==> src/rtl/ps2_pkg.sv <==
// ps2_pkg - shared definitions for the PS/2 keyboard front end.
//   * Scan-code set 2 constants for the keys the menu and game logic watch,
//     plus the two prefix bytes (extended, break).
//   * Receiver state encoding used by ps2_rx_frame.
//   * Odd-parity helper shared by the receiver.
// No ports (package).
package ps2_pkg;

  // Keys with a dedicated held level
  localparam logic [7:0] KEY_1     = 8'h16;
  localparam logic [7:0] KEY_2     = 8'h1E;
  localparam logic [7:0] KEY_SPACE = 8'h29;
  localparam logic [7:0] KEY_ENTER = 8'h5A;
  localparam logic [7:0] KEY_ESC   = 8'h76;

  // Keypad aliases (only mapped when PS2_KEYPAD_ALIAS_EN is defined)
  localparam logic [7:0] KP_1      = 8'h69;
  localparam logic [7:0] KP_2      = 8'h72;

  // Prefix bytes
  localparam logic [7:0] PFX_EXT   = 8'hE0;
  localparam logic [7:0] PFX_BRK   = 8'hF0;

  // Receiver frame position
  typedef enum logic [1:0] {
    IDLE   = 2'd0,
    DATA   = 2'd1,
    PARITY = 2'd2,
    STOP   = 2'd3
  } rx_state_t;

  // True when the eight data bits plus the parity bit hold an odd number of 1s
  function automatic logic odd_parity_ok(input logic [7:0] data, input logic par);
    return ^{data, par};
  endfunction

endpackage

==> src/rtl/ps2_rx_frame.sv <==
// ps2_rx_frame - PS/2 device-to-host frame receiver.
// Synchronises both raw lines, debounces the PS/2 clock, detects falling
// edges and assembles 11-bit frames (start, 8 data LSB first, odd parity,
// stop). A frame with a bad parity or stop bit, or one that stalls for
// TIMEOUT_CYCLES clk cycles between falling edges, is reported as an error.
//
// Parameters:
//   FILTER_LEN      consecutive equal samples before the filtered clock moves
//   TIMEOUT_CYCLES  max clk cycles between falling edges inside a frame
// Ports:
//   clk      in   system clock
//   iReset   in   synchronous, active-high reset
//   iPS2Clk  in   raw PS/2 clock line (asynchronous)
//   iPS2Dat  in   raw PS/2 data line (asynchronous)
//   oByte    out  assembled data byte, valid while oGood is high
//   oGood    out  one-cycle strobe, in the stop-bit edge cycle, frame good
//   oErr     out  one-cycle strobe on parity, stop-bit or timeout error
module ps2_rx_frame
  import ps2_pkg::*;
#(
  parameter int unsigned FILTER_LEN     = 8,
  parameter int unsigned TIMEOUT_CYCLES = 50000
) (
  input  logic       clk,
  input  logic       iReset,
  input  logic       iPS2Clk,
  input  logic       iPS2Dat,
  output logic [7:0] oByte,
  output logic       oGood,
  output logic       oErr
);

  localparam int unsigned FW = $clog2(FILTER_LEN + 1);
  localparam int unsigned TW = $clog2(TIMEOUT_CYCLES + 1);

  // Two-flop synchronisers; reset to the idle-high line level
  logic [1:0] clk_sync;
  logic [1:0] dat_sync;

  always_ff @(posedge clk) begin
    if (iReset) begin
      clk_sync <= '1;
      dat_sync <= '1;
    end else begin
      clk_sync <= {clk_sync[0], iPS2Clk};
      dat_sync <= {dat_sync[0], iPS2Dat};
    end
  end

  // Clock filter: the accepted level only moves after FILTER_LEN
  // consecutive samples that disagree with it.
  logic          filt_q;
  logic          filt_prev_q;
  logic [FW-1:0] flt_cnt_q;

  always_ff @(posedge clk) begin
    if (iReset) begin
      filt_q      <= 1'b1;
      filt_prev_q <= 1'b1;
      flt_cnt_q   <= '0;
    end else begin
      filt_prev_q <= filt_q;
      if (clk_sync[1] == filt_q) begin
        flt_cnt_q <= '0;
      end else if (flt_cnt_q == FW'(FILTER_LEN - 1)) begin
        filt_q    <= clk_sync[1];
        flt_cnt_q <= '0;
      end else begin
        flt_cnt_q <= flt_cnt_q + FW'(1);
      end
    end
  end

  logic fall;
  logic dat_s;
  assign fall  = filt_prev_q & ~filt_q;
  assign dat_s = dat_sync[1];

  // Receiver FSM
  rx_state_t     state_q, state_d;
  logic [2:0]    bit_q, bit_d;
  logic [7:0]    shift_q, shift_d;
  logic          par_q, par_d;
  logic [TW-1:0] to_q, to_d;
  logic          good, err;

  always_ff @(posedge clk) begin
    if (iReset) begin
      state_q <= IDLE;
      bit_q   <= '0;
      shift_q <= '0;
      par_q   <= 1'b0;
      to_q    <= '0;
    end else begin
      state_q <= state_d;
      bit_q   <= bit_d;
      shift_q <= shift_d;
      par_q   <= par_d;
      to_q    <= to_d;
    end
  end

  always_comb begin
    state_d = state_q;
    bit_d   = bit_q;
    shift_d = shift_q;
    par_d   = par_q;
    good    = 1'b0;
    err     = 1'b0;
    // Inter-edge timer runs only inside a frame and restarts on every edge
    to_d    = (fall || state_q == IDLE) ? '0 : to_q + TW'(1);

    unique case (state_q)
      IDLE: begin
        if (fall && !dat_s) begin
          state_d = DATA;
          bit_d   = '0;
        end
      end
      DATA: begin
        if (fall) begin
          shift_d = {dat_s, shift_q[7:1]};
          if (bit_q == 3'd7) begin
            state_d = PARITY;
          end else begin
            bit_d = bit_q + 3'd1;
          end
        end
      end
      PARITY: begin
        if (fall) begin
          par_d   = dat_s;
          state_d = STOP;
        end
      end
      STOP: begin
        if (fall) begin
          if (dat_s && odd_parity_ok(shift_q, par_q)) begin
            good = 1'b1;
          end else begin
            err = 1'b1;
          end
          state_d = IDLE;
        end
      end
      default: state_d = IDLE;
    endcase

    if (state_q != IDLE && !fall && to_q == TW'(TIMEOUT_CYCLES - 1)) begin
      err     = 1'b1;
      state_d = IDLE;
    end
  end

  assign oByte = shift_q;
  assign oGood = good;
  assign oErr  = err;

endmodule

==> src/rtl/ps2_key_decoder.sv <==
// ps2_key_decoder - PS/2 keyboard front end for the main-menu controller.
// Receives scan-code set 2 frames, tracks the E0 (extended) and F0 (break)
// prefixes, and drives held levels for 1, 2, Space, Enter and Esc. Every
// good byte is also exposed with a one-cycle strobe.
//
// Optional feature (macro PS2_KEYPAD_ALIAS_EN): keypad 1 (0x69) and
// keypad 2 (0x72), non-extended, also drive oOnePressed / oTwoPressed. Each
// output is then the OR of two held bits.
//
// Parameters:
//   FILTER_LEN      PS/2 clock filter length in clk samples
//   TIMEOUT_CYCLES  max clk cycles between PS/2 clock falling edges
// Ports:
//   clk            in   system clock (50 MHz)
//   iReset         in   synchronous, active-high reset
//   iPS2Clk        in   raw PS/2 clock line
//   iPS2Dat        in   raw PS/2 data line
//   oOnePressed    out  key '1' held
//   oTwoPressed    out  key '2' held
//   oSpacePressed  out  Space held
//   oEnterPressed  out  Enter (main block) held
//   oEscPressed    out  Esc held
//   oScanCode      out  last good byte, prefixes included
//   oScanValid     out  one-cycle strobe when oScanCode updates
//   oFrameErr      out  one-cycle strobe on a bad or timed-out frame
module ps2_key_decoder
  import ps2_pkg::*;
#(
  parameter int unsigned FILTER_LEN     = 8,
  parameter int unsigned TIMEOUT_CYCLES = 50000
) (
  input  logic       clk,
  input  logic       iReset,
  input  logic       iPS2Clk,
  input  logic       iPS2Dat,
  output logic       oOnePressed,
  output logic       oTwoPressed,
  output logic       oSpacePressed,
  output logic       oEnterPressed,
  output logic       oEscPressed,
  output logic [7:0] oScanCode,
  output logic       oScanValid,
  output logic       oFrameErr
);

  logic [7:0] rx_byte;
  logic       rx_good;
  logic       rx_err;

  ps2_rx_frame #(
    .FILTER_LEN     (FILTER_LEN),
    .TIMEOUT_CYCLES (TIMEOUT_CYCLES)
  ) u_rx (
    .clk     (clk),
    .iReset  (iReset),
    .iPS2Clk (iPS2Clk),
    .iPS2Dat (iPS2Dat),
    .oByte   (rx_byte),
    .oGood   (rx_good),
    .oErr    (rx_err)
  );

  logic       ext_q, brk_q;
  logic       one_q, two_q, space_q, enter_q, esc_q;
  logic [7:0] scan_code_q;
  logic       scan_valid_q;
  logic       frame_err_q;
`ifdef PS2_KEYPAD_ALIAS_EN
  logic       kp1_q, kp2_q;
`endif

  // Strobes, scan code, prefix flags and key levels all register on the
  // receiver's stop-bit cycle, so they appear together one cycle later.
  always_ff @(posedge clk) begin
    if (iReset) begin
      ext_q        <= 1'b0;
      brk_q        <= 1'b0;
      one_q        <= 1'b0;
      two_q        <= 1'b0;
      space_q      <= 1'b0;
      enter_q      <= 1'b0;
      esc_q        <= 1'b0;
      scan_code_q  <= '0;
      scan_valid_q <= 1'b0;
      frame_err_q  <= 1'b0;
`ifdef PS2_KEYPAD_ALIAS_EN
      kp1_q        <= 1'b0;
      kp2_q        <= 1'b0;
`endif
    end else begin
      scan_valid_q <= rx_good;
      frame_err_q  <= rx_err;
      if (rx_err) begin
        // Drop any pending prefix so a lost F0 cannot invert the next key
        ext_q <= 1'b0;
        brk_q <= 1'b0;
      end else if (rx_good) begin
        scan_code_q <= rx_byte;
        if (rx_byte == PFX_EXT) begin
          ext_q <= 1'b1;
        end else if (rx_byte == PFX_BRK) begin
          brk_q <= 1'b1;
        end else begin
          ext_q <= 1'b0;
          brk_q <= 1'b0;
          case (rx_byte)
            KEY_1:     one_q   <= ~brk_q;
            KEY_2:     two_q   <= ~brk_q;
            KEY_SPACE: space_q <= ~brk_q;
            KEY_ESC:   esc_q   <= ~brk_q;
            // E0 5A is keypad Enter, not the main Enter key
            KEY_ENTER: if (!ext_q) enter_q <= ~brk_q;
`ifdef PS2_KEYPAD_ALIAS_EN
            // E0 69 / E0 72 are End / Down
            KP_1:      if (!ext_q) kp1_q <= ~brk_q;
            KP_2:      if (!ext_q) kp2_q <= ~brk_q;
`endif
            default: ;
          endcase
        end
      end
    end
  end

`ifdef PS2_KEYPAD_ALIAS_EN
  assign oOnePressed = one_q | kp1_q;
  assign oTwoPressed = two_q | kp2_q;
`else
  assign oOnePressed = one_q;
  assign oTwoPressed = two_q;
`endif
  assign oSpacePressed = space_q;
  assign oEnterPressed = enter_q;
  assign oEscPressed   = esc_q;
  assign oScanCode     = scan_code_q;
  assign oScanValid    = scan_valid_q;
  assign oFrameErr     = frame_err_q;

endmodule

==> config.mk <==
export PLATFORM = sky130hd
export DESIGN_NAME = ps2_key_decoder
export DESIGN_NICKNAME = d
export VERILOG_FILES = /design/src/rtl/ps2_pkg.sv /design/src/rtl/ps2_rx_frame.sv /design/src/rtl/ps2_key_decoder.sv
export SDC_FILE = /design/constraint.sdc
export NUM_CORES = 1
export LEC_CHECK = 0
export CELL_PAD_IN_SITES_DETAIL_PLACEMENT = 1
export CELL_PAD_IN_SITES_GLOBAL_PLACEMENT = 2
export CORE_AREA = 2 2 87 89
export CTS_CLUSTER_DIAMETER = 120
export CTS_CLUSTER_SIZE = 16
export DETAILED_ROUTE_END_ITERATION = 6
export DIE_AREA = 0 0 89 91
export PLACE_DENSITY_LB_ADDON = 0.1
export SKIP_LAST_GASP = 1
export SLEW_MARGIN = 20
export SYNTH_ARGS = -nofsm -noshare
export SYNTH_HDL_FRONTEND = slang
export SYNTH_HIERARCHICAL = 1
export SYNTH_SLANG_ARGS = --single-unit
==> constraint.sdc <==
create_clock -name clk -period 2.75 [get_ports clk]
set_clock_uncertainty 0.2 [all_clocks]
set_input_delay 0.275 -clock clk [delete_from_list [all_inputs] [get_ports clk]]
set_output_delay 0.275 -clock clk [all_outputs]
set_load 0.005 [all_outputs]
Word level (Yosys, flattened, before mapping) --
Index checks and enable logic that the tools add are counted.
Word-level totals: bits in registers 57, input bits 4, output and inout port bits 15
Cells by class: $add $sub $neg 3, equality and inequality tests 21, multiplexer cells 20, bitwise operators 8, reduce and logical (&&, ||, !) cells 28
Operators with widths (number):
- $reduce_and 5->1 | 5
- $add 16x1->16 const B | 1
- $eq 16x16->1 const B | 1
- $eq 8x5->1 const B | 2
- $eq 8x7->1 const B | 2
- $eq 8x8->1 const B | 2
- $reduce_and 2->1 | 6
- $mux 1 | 10
- $mux 2 | 5
- $mux 3 | 3
- $reduce_xor 9->1 | 1
- $eq 8x6->1 const B | 1
- $ne 2x1->1 const B | 4
- $pmux 2 s4 | 1
- $not 1->1 | 7
- $ne 2x2->1 const B | 3
- $pmux 3 s2 | 1
- $reduce_and 6->1 | 1
- $reduce_or 2->1 | 3
- $add 4x1->4 const B | 1
- $eq 2x2->1 const B | 2
- $eq 4x3->1 const B | 1
- $logic_and 1x1->1 | 4
- $reduce_and 4->1 | 1
- other kinds (10) | 12

Depth between registers and ports, before layout --
depth in word-level cells 8, mapped depth 9, mapped depth without buffers 8

By module --
Netlist, hierarchy kept.
By module, submodules not included:
- ps2_rx_frame | instances 1, cells each 199, area an instance 1747.9 µm², sequential area each 800.8 µm²
- ps2_key_decoder | instances 1, cells each 80, area an instance 705.7 µm², sequential area each 340.3 µm²

Worst setup path after synthesis --
Ideal clock, no wire load.
path type register -> register, start point reg u_rx.shift_q[3] (netlist: u_rx/oByte[3]), end point reg one_q (netlist: oOnePressed), library setup time 0.119 ns, data arrival time 2.167 ns, setup slack 0.264 ns, stages on the path, launching flop included 9, path through dfxtp_1 xnor2_1 xnor3_1 xnor2_1 nand2_1 nor2_1 nor4b_1 nand4_1 mux2i_1
RTL lines:
- start, declared | RTL line ps2_rx_frame.sv:82 | logic [7:0] shift_q, shift_d;
- start signal, assigned | RTL line ps2_rx_frame.sv:97 | shift_q <= shift_d;
- $reduce_xor 9->1 | RTL line ps2_pkg.sv:34 | return ^{data, par};
- $logic_and 1x1->1 | RTL line ps2_rx_frame.sv:138 | if (dat_s && odd_parity_ok(shift_q, par_q)) begin
- $mux 1 | RTL line ps2_rx_frame.sv:138
- $mux 1 | RTL line ps2_rx_frame.sv:137 | if (fall) begin
- $mux 1 | RTL line ps2_rx_frame.sv:113 | unique case (state_q)
- named net rx_good | RTL line ps2_key_decoder.sv:47 | logic rx_good;
- $reduce_and 5->1 (no source line)
- end signal, assigned | RTL line ps2_key_decoder.sv:107 | KEY_1: one_q <= ~brk_q;
- end, declared | RTL line ps2_key_decoder.sv:64 | logic one_q, two_q, space_q, enter_q, esc_q;
The timed path passes the listed nets, and every way through them passes these cells. A chain may end at the register's enable or synchronous reset.

Worst setup path after layout --
start point reg u_rx.shift_q[7] (netlist: u_rx/oByte[7]), end point reg esc_q (netlist: oEscPressed)
RTL lines:
- $reduce_xor 9->1 | RTL line ps2_pkg.sv:34
- $logic_and 1x1->1 | RTL line ps2_rx_frame.sv:138
- $mux 1 | RTL line ps2_rx_frame.sv:138
- $mux 1 | RTL line ps2_rx_frame.sv:137
- $mux 1 | RTL line ps2_rx_frame.sv:113
- named net rx_good | RTL line ps2_key_decoder.sv:47
- $reduce_and 5->1 (no source line)
- end signal, assigned | RTL line ps2_key_decoder.sv:110 | KEY_ESC: esc_q <= ~brk_q;
- end, declared | RTL line ps2_key_decoder.sv:64
The timed path passes the listed nets, and every way through them passes these cells.

==> qor.csv <==
metric,value,unit
cts_buffers,9,
cts_setup_buffers,0,
cts_tree,done,
min_period_over_period,91.2,%
core-area,7140,µm²
initial_core_util,34.4,%
peakVddDrop,0.000225,V
slowest_delay,0.49,ns
cts.sinks,57,
syn_avg_cell_area,8.79,µm²
timing.rr.start,u_rx/oByte[7],
worstPathCellList,xnor2_1 -> xnor3_1 -> xnor2_1 -> nand2_1 -> nor2_2 -> nor4bb_2 -> nand4_1 -> mux2i_1,
criticalPathCategory,register to register,
die-area,8100,µm²
drive_above_1_share,11.8,%
postLayoutSetupSlackWorst,0.241,ns
grt_max_degree,28,
routed_wl,5.47,mm
crit_arrival,2.53,ns
period_minus_slack,2.51,ns
syn_nets,291,
path_common_cell,xnor2_1,
min_path_type,register to register,
syn_area,2450,µm²
io_buffers,18,
grt_pass1_wl,9.49,mm
r2r-end,oEscPressed,
async_flop_share,0,%
gp_congestion,0.726,
clock.fmax,399,MHz
max_cap_viol_count,0,
yosys_warnings,6,
relSlewSlack,60.3,%
dp_hpwl,3.91,mm
area_delta_synth_final,21.5,%
diodes,0,
leakage,1.07,nW
clkTransAtPathRegs,0.06,ns
cp_slowest_cell,dfxtp_1,
drc,0,
synthCells,279,
num_rows,31,
reg2reg_depth,8,
crit_path_max_fanout,7,
crit_start,u_rx/oByte[7],
ys_seq_area_share,46.5,%
die_w,89,µm
critPathCaptureType,register,
root_buffer,clkbuf_8,
die_h,91,µm
htreeDepth,3,
cp.required,2.77,ns
drt_iter0_markers,31,
firstDrtPassIters,4,
post_drt_via_cell_ratio,4.82,
grt_use_total,15.4,%
crit_family,simple AND/OR/NAND/NOR gates,
status,finished clean,
rrSetupSlack,0.24,ns
pre_cts_slack,0.0677,ns
nets,322,
ys_types,36,
antenna_found_initial,0,
clock_latency,0.33,ns
hold_viol_final,0,
p_total,1.58,mW
post_drt_wl_per_cell,13.2,µm
synthFlopType,dfxtp_1,
setup_viol,0,
endpoint,oEscPressed,
grt_pass1_vias,2008,
synth_seq_cells,57,
slew_violations,0,
critPathBufInv,0,
ant_nets,0,
via_count,1992,
power_density,530,nW/µm²
cp_num_cells,8,
synth-edff-count,0,
worstMarginPinSlew,0.595,ns
io_pins,19,
rsz0062_at_grt,yes,
critPathLaunchType,register,
clk_path_buf_depth,2,
grt.overflow.total,0,
-- synth_stat cells, types with 8 or more instances --
| cell | count | area, µm² |
|---|---|---|
| nand3_1 | 16 | 80.1 |
| nand2b_1 | 8 | 50.1 |
| a21oi_1 | 23 | 115 |
| ha_1 | 8 | 100 |
| clkbuf_1 | 8 | 30.0 |
| nand2_1 | 36 | 135 |
| o21ai_0 | 8 | 40.0 |
| xor2_1 | 9 | 78.8 |
| nand4_1 | 8 | 50.1 |
| xnor2_1 | 13 | 114 |
| nor2_1 | 27 | 101 |
| dfxtp_1 | 57 | 1140 |
-- registers in the layout (all words and copies together), names as in the netlist, 2 cells and up --
register and cells:
oScanCode 8, u_rx/bit_q 3, u_rx/clk_sync 2, u_rx/dat_sync 2
u_rx/flt_cnt_q 4, u_rx/oByte 8, u_rx/state_q 2, u_rx/to_q 16
-- placed cells by master, fill, tap and decap left out, types with 2 or more instances in the layout --
| master | netlist | layout |
|---|---|---|
| dfxtp_1 | 57 | 57 |
| nand2_1 | 36 | 36 |
| nor2_1 | 27 | 26 |
| a21oi_1 | 23 | 23 |
| clkdlybuf4s50_1 | 0 | 18 |
| nand3_1 | 16 | 16 |
| xnor2_1 | 13 | 13 |
| buf_4 | 0 | 11 |
| clkbuf_8 | 0 | 10 |
| xor2_1 | 9 | 9 |
| nand2b_1 | 8 | 8 |
| nand4_1 | 8 | 8 |
| o21ai_0 | 8 | 8 |
| ha_1 | 8 | 8 |
| nor2b_1 | 7 | 7 |
| inv_1 | 7 | 7 |
| or2_2 | 6 | 6 |
| mux2i_1 | 6 | 6 |
| clkinv_2 | 0 | 4 |
| nor3_1 | 4 | 4 |
| nor4_1 | 3 | 3 |
| and3b_1 | 3 | 3 |
| and3_1 | 3 | 3 |
| or3_1 | 3 | 3 |
| nand3b_1 | 2 | 2 |
-- power by group --
group	internal [mW]	total [mW]	switching, mW
sequential	0.835	0.841	0.00668
clock	0.339	0.654	0.314
combinational	0.0278	0.0849	0.0571
total	1.20	1.58	0.378
-- stage by stage --
step	utilization (%)	instances	instance area (µm²)	hold slack (ns)	TNS, ns
final	41.8	413	2980	0.211	0
after global routing	41.8	413	2980	0.235	-0.0103
after CTS	41.6	413	2970	0.212	0
after detailed placement	39.3	398	2810	0.198	0
after global placement	39.3	398	2810	0.191	0
after floorplan	-	279	2450	0.147	0
-- logic make-up after synthesis --
logic type	count (synthesis)	share of synthesized area [%]
buffers and inverters	16	2.50
flip-flops	57	46.5
adder cells (fa/ha/maj)	8	4.08
XOR/XNOR	23	8.77
AO/OA/AOI/OAI	36	8.06
AND/OR/NAND/NOR	133	27.6
multiplexers	6	2.45
-- worst min-delay path by stage --
stage          slack, ns        startpoint  cells past startpoint          endpoint
2_1_floorplan       0.15            iReset                      1         oFrameErr
3_3_place_gp        0.19  u_rx/dat_sync[0]                      1  u_rx/dat_sync[1]
3_5_place_dp        0.20  u_rx/dat_sync[0]                      1  u_rx/dat_sync[1]
4_1_cts             0.21  u_rx/dat_sync[0]                      1  u_rx/dat_sync[1]
5_1_grt             0.24  u_rx/clk_sync[0]                      1  u_rx/clk_sync[1]
6_report            0.21  u_rx/dat_sync[0]                      1  u_rx/dat_sync[1]
-- repair_timing --
action,4_1_cts,5_1_grt
setup endpoints to repair,0,5
resized for setup,0,3
hold buffers,0,0
-- metal layers --
| metal | up-vias | wire [µm] | GRT usage [%] |
|---|---|---|---|
| met5 | - | 0 | 0 |
| met4 | 0 | 121 | 7.09 |
| met3 | 10 | 156 | 4.64 |
| met2 | 23 | 2610 | 25.2 |
| met1 | 952 | 2580 | 18.1 |
| li1 | 1007 | - | - |
-- final cells by class --
cell class	count	area, µm²
Sequential cell	57	1140
Multi-Input combinational cell	206	1270
Clock buffer	11	141
Inverter	7	26.3
Fill cell	867	4160
Clock inverter	4	20.0
Tap cell	99	124
Timing Repair Buffer	29	263
(Power assumes the default switching activity.)
